## config.mk

```make
export PLATFORM = sky130hd
export DESIGN_NAME = swi_debounce
export DESIGN_NICKNAME = d
export VERILOG_FILES = /design/src/rtl/swi_debounce.sv
export SDC_FILE = /design/constraint.sdc
export NUM_CORES = 1
export LEC_CHECK = 0
export ABC_AREA = 1
export CORE_MARGIN = 2
export CORE_UTILIZATION = 55
export DETAILED_ROUTE_END_ITERATION = 8
export DONT_BUFFER_PORTS = 1
export PLACE_DENSITY_LB_ADDON = 0.3
export SYNTH_ARGS = -nofsm -noshare
export SYNTH_HDL_FRONTEND = slang
export SYNTH_SLANG_ARGS = --single-unit
```

## constraint.sdc

```tcl
create_clock -name clk_2 -period 1.95 [get_ports clk_2]
set_clock_uncertainty 0.15 [all_clocks]
set_input_delay 0.4875 -clock clk_2 [delete_from_list [all_inputs] [get_ports clk_2]]
set_output_delay 0.4875 -clock clk_2 [all_outputs]
set_load 0.02 [all_outputs]
```

## src/rtl/swi_debounce.sv

```systemverilog
// Slide-switch conditioner: two-flop sync, per-bit debounce, edge pulses, toggle state,
// and a coalescing pending set drained lowest-index-first through a valid/ready event slot.
module swi_debounce #(
  parameter int NBITS     = 8,
  parameter int DB_CYCLES = 4,
  parameter int IW        = $clog2(NBITS)
) (
  input  logic             clk_2,
  input  logic             rst_n,
  input  logic [NBITS-1:0] SWI,
  output logic [NBITS-1:0] swi_clean,
  output logic [NBITS-1:0] rise,
  output logic [NBITS-1:0] fall,
  output logic [NBITS-1:0] toggle,
  output logic             ev_valid,
  input  logic             ev_ready,
  output logic [IW-1:0]    ev_bit,
  output logic             ev_level
);

  localparam int            CW       = $clog2(DB_CYCLES);
  localparam logic [CW-1:0] CNT_LAST = CW'(DB_CYCLES - 1);

  logic [NBITS-1:0] s1;
  logic [NBITS-1:0] s2;
  logic [CW-1:0]    cnt [NBITS];
  logic [NBITS-1:0] differ;
  logic [NBITS-1:0] accept;
  logic [NBITS-1:0] pend;
  logic [NBITS-1:0] plev;
  logic [NBITS-1:0] clear_mask;
  logic [NBITS-1:0] sel_mask;
  logic [IW-1:0]    sel_idx;
  logic             sel_found;
  logic             load;

  always_ff @(posedge clk_2 or negedge rst_n) begin
    if (!rst_n) begin
      s1 <= '0;
      s2 <= '0;
    end else begin
      s1 <= SWI;
      s2 <= s1;
    end
  end

  // A bit is accepted once s2 has disagreed with the clean level for DB_CYCLES edges.
  always_comb begin
    differ = '0;
    accept = '0;
    for (int i = 0; i < NBITS; i++) begin
      differ[i] = s2[i] ^ swi_clean[i];
      accept[i] = differ[i] && (cnt[i] == CNT_LAST);
    end
  end

  always_ff @(posedge clk_2 or negedge rst_n) begin
    if (!rst_n) begin
      for (int i = 0; i < NBITS; i++) begin
        cnt[i] <= '0;
      end
    end else begin
      for (int i = 0; i < NBITS; i++) begin
        if (!differ[i] || accept[i]) begin
          cnt[i] <= '0;
        end else begin
          cnt[i] <= cnt[i] + CW'(1);
        end
      end
    end
  end

  always_ff @(posedge clk_2 or negedge rst_n) begin
    if (!rst_n) begin
      swi_clean <= '0;
      rise      <= '0;
      fall      <= '0;
      toggle    <= '0;
    end else begin
      swi_clean <= swi_clean ^ accept;
      rise      <= accept & s2;
      fall      <= accept & ~s2;
      toggle    <= toggle ^ (accept & s2);
    end
  end

  // Lowest-index pending bit wins the slot.
  always_comb begin
    sel_found = 1'b0;
    sel_idx   = '0;
    sel_mask  = '0;
    for (int i = NBITS - 1; i >= 0; i--) begin
      if (pend[i]) begin
        sel_found = 1'b1;
        sel_idx   = IW'(i);
      end
    end
    if (sel_found) begin
      sel_mask[sel_idx] = 1'b1;
    end
  end

  assign load       = !ev_valid || ev_ready;
  assign clear_mask = load ? sel_mask : '0;

  // A fresh change on the bit being loaded re-arms pend, so the newer level is never lost.
  always_ff @(posedge clk_2 or negedge rst_n) begin
    if (!rst_n) begin
      pend <= '0;
      plev <= '0;
    end else begin
      pend <= (pend & ~clear_mask) | accept;
      plev <= (plev & ~accept) | (s2 & accept);
    end
  end

  always_ff @(posedge clk_2 or negedge rst_n) begin
    if (!rst_n) begin
      ev_valid <= 1'b0;
      ev_bit   <= '0;
      ev_level <= 1'b0;
    end else if (load) begin
      ev_valid <= sel_found;
      if (sel_found) begin
        ev_bit   <= sel_idx;
        ev_level <= plev[sel_idx];
      end
    end
  end

  a_rise_fall_exclusive : assert property (
    @(posedge clk_2) disable iff (!rst_n) ((rise & fall) == '0));

  a_slot_stable : assert property (
    @(posedge clk_2) disable iff (!rst_n)
    (ev_valid && !ev_ready) |=> (ev_valid && $stable(ev_bit) && $stable(ev_level)));

endmodule

```

==> flow_summary_export.csv <==
group,metric,value,unit
run_status,status,"finished, violations left",
run_status,violations,"negative hold slack",
power_and_ir_drop,pwr-share-seq,52.3,%
floorplan,coreArea,0.00557,mm2
critical_path,cp_data_required_time,2020,ps
timing,worst_slew_pin_slew,324,ps
floorplan,die_h,80.3,um
route,wire_per_inst,12.8,um
power_and_ir_drop,ir_drop,0.766,mV
critical_path,crit_fanout,3,
floorplan,die_w,80.3,um
layout,nFillCells,441,
timing,setup_viol,0,
layout,seq_area,0.00213,mm2
logic_synthesis,yosysWarnings,0,
critical_path,critPathKind,"reg -> reg",
layout,multi_input_area,872,um2
power_and_ir_drop,swShare,38.7,%
clock_tree,clock-root-buffer,"clkbuf_8",
clock_tree,path_clk_slew,80,ps
logic_synthesis,synth.yosys.seq_area_share,66.4,%
power_and_ir_drop,intPower,3.41,mW
clock_tree,cts_buffer_depth,2,
logic_synthesis,synth_area_leaders,"dfrtp_1 66%, nor2_1 6.8%, inv_1 6.1%, o21ai_0 4.8%, nand2_1 3.6%",
clock_tree,cts_num_sinks,85,
route,drtIter0Drc,109,
timing,setup_tns,0,ps
floorplan,dieArea,0.00645,mm2
power_and_ir_drop,pwr-share-comb,25.8,%
layout,finalNetCount,348,
critical_path,start_kind,"flop",
power_and_ir_drop,power.share.clock,21.9,%
route,viasPerCell,5.04,
route,dr.pass1.iters,5,
logic_synthesis,syn-cell-area,0.00320,mm2
power_and_ir_drop,power_density,1560,mW/mm2
floorplan,start_util,57.5,%
placed_design,place_inst,382,
power_and_ir_drop,total_leakage_power,1.83,nW
route,drc,0,
critical_path,worstSetupEndpointType,"flop",
layout,layout_common_cells,"85 x dfrtp_1, 58 x nor2_1, 52 x inv_1",
grt,grt_pass1_wl,8910,um
grt,grt_max_degree,86,
flow_run,drv_cap,0,
layout,drive_above_1_share,6.29,%
timing,finalCriticalPeriod,1820,ps
placed_design,place_hpwl,3610,um
logic_synthesis,synth_seq_cells,85,
floorplan,rows,27,
timing,hold_slack,-318,ps
timing,fmaxAchievable,551,MHz
timing,relSlewSlack,78.4,%
clock_tree,cts_tree,"yes",
grt,grtUsageTotal,18.5,%
layout,area_growth_syn_to_layout,11.6,%
clock_tree,htree_levels,3,
route,dr_total_vias,2048,
layout,final_common_cell,"dfrtp_1",
timing,setup_ws,134,ps
clock_tree,clkLatencyLatePin,340,ps
route,postRouteWirelength,5200,um
grt,grt_overflow,0,
timing,fin_crit_sh,93.1,%
layout,utilization,64.2,%
worst_hold_path,hold_path_class,"in -> async",
placed_design,post_dp_cell_area,0.00329,mm2
layout,instances_no_fill,406,
power_and_ir_drop,p_switching,2.15,mW
placed_design,port_buffers,0,
logic_synthesis,synth.top_cell.area_share,66.4,%
placed_design,globalplace.congestion,0.866,
logic_synthesis,syn_area_per_cell,10.3,um2
logic_synthesis,synth_nets,329,
route,ant_nets,0,
grt,first_global_vias,2001,
layout,design_area,0.00358,mm2
clock_tree,cts_buffers,9,
grt,antenna_found_initial,0,
clock_tree,cts_setup_buffers,0,
timing,hold_viol_final,85,
timing,slew_viol_final,0,
floorplan,ios,48,
layout,diodes,0,
critical_path,crit_arrival,1880,ps
logic_synthesis,yosysTopAreaCell,"dfrtp_1",
placed_design,post-place-ws,190,ps
timing,rsz0062_at_grt,"no",
logic_synthesis,ys_types,20,
logic_synthesis,postSynthCellCount,310,
## cells in the mapped netlist (all sizes together)
cell type,n
dfrtp,85
ha,8
nor2,58
xor2,8
inv,54
nand2,33
o31ai,1
o21ai,33
nor3,9
or2,1
a21oi,1
nand3,10
o22ai,8
nand4,1
## routing by layer
layer	vias up	part of all wire [%]	GRT usage (%)
li1	1020	-	-
met1	974	47	24.2
met2	50	47	27.7
met3	4	5.7	6.07
met4	0	0.65	9.49
met5	-	0	0
## final cells by class
cell class | count | area share, %
clock buffer | 11 | 3.95
tap | 72 | 2.52
clock inverter | 5 | 1.68
inverter | 54 | 5.74
multi-input combinational | 171 | 24.4
timing repair buffer | 8 | 2.24
sequential | 85 | 59.5
## worst max-delay path, cell delays in order (launching register included)
cell,delay (ps)
dfrtp_1,410
nor2_1,190
o21ai_0,140
nand3_1,100
nand3_1,120
nor2_1,160
inv_1,70
o21ai_0,220
o21ai_0,120
## stage by stage
step	power [mW]	hold WS, ps
after floorplan	3.99	41.9
after global placement	4.34	43.9
after detailed placement	4.36	43.6
after CTS	5.60	-330
after global routing	6.02	-350
final	5.56	-318
## path summary, 6_finish.rpt
kind | start | to | slack, ps | cells past startpoint
worst min register to register | s1[2] | s2[2] | 200 | 0
max in group asynchronous | rst_n | pend[6] | 1880 | 0
worst min-delay path | rst_n | async pin | -320 | 0
min in group clk_2 | s1[2] | s2[2] | 200 | 0
worst max-delay path | pend[5] | pend[2] | 130 | 8
worst max register to register | pend[5] | pend[2] | 130 | 8
## timing repair
item,CTS,global route
resized for setup,0,0
endpoints found under the hold margin,85,93
setup endpoints to repair,0,0
## kinds of logic (layout without fill, tap and decap cells)
group | Yosys count | count (layout) | share of synthesized area (%)
DFF | 85 | 85 | 66.4
adders and majority gates | 8 | 8 | 3.12
and+or+nand+nor | 112 | 112 | 14.7
xor gates and xnor gates | 8 | 8 | 2.19
buffers and inverters | 54 | 78 | 6.40
AOI/OAI and AO/OA | 43 | 43 | 7.22
## power groups by stage
| stage | clock network (mW) | logic [mW] | registers (mW) |
|---|---|---|---|
| after floorplan | 0 | 1.14 | 2.85 |
| after global placement | 0 | 1.40 | 2.94 |
| after detailed placement | 0 | 1.41 | 2.95 |
| after CTS | 1.25 | 1.43 | 2.92 |
| after global routing | 1.34 | 1.69 | 2.99 |
| final | 1.22 | 1.44 | 2.91 |
No activity file was read; power rests on OpenSTA's default activity.
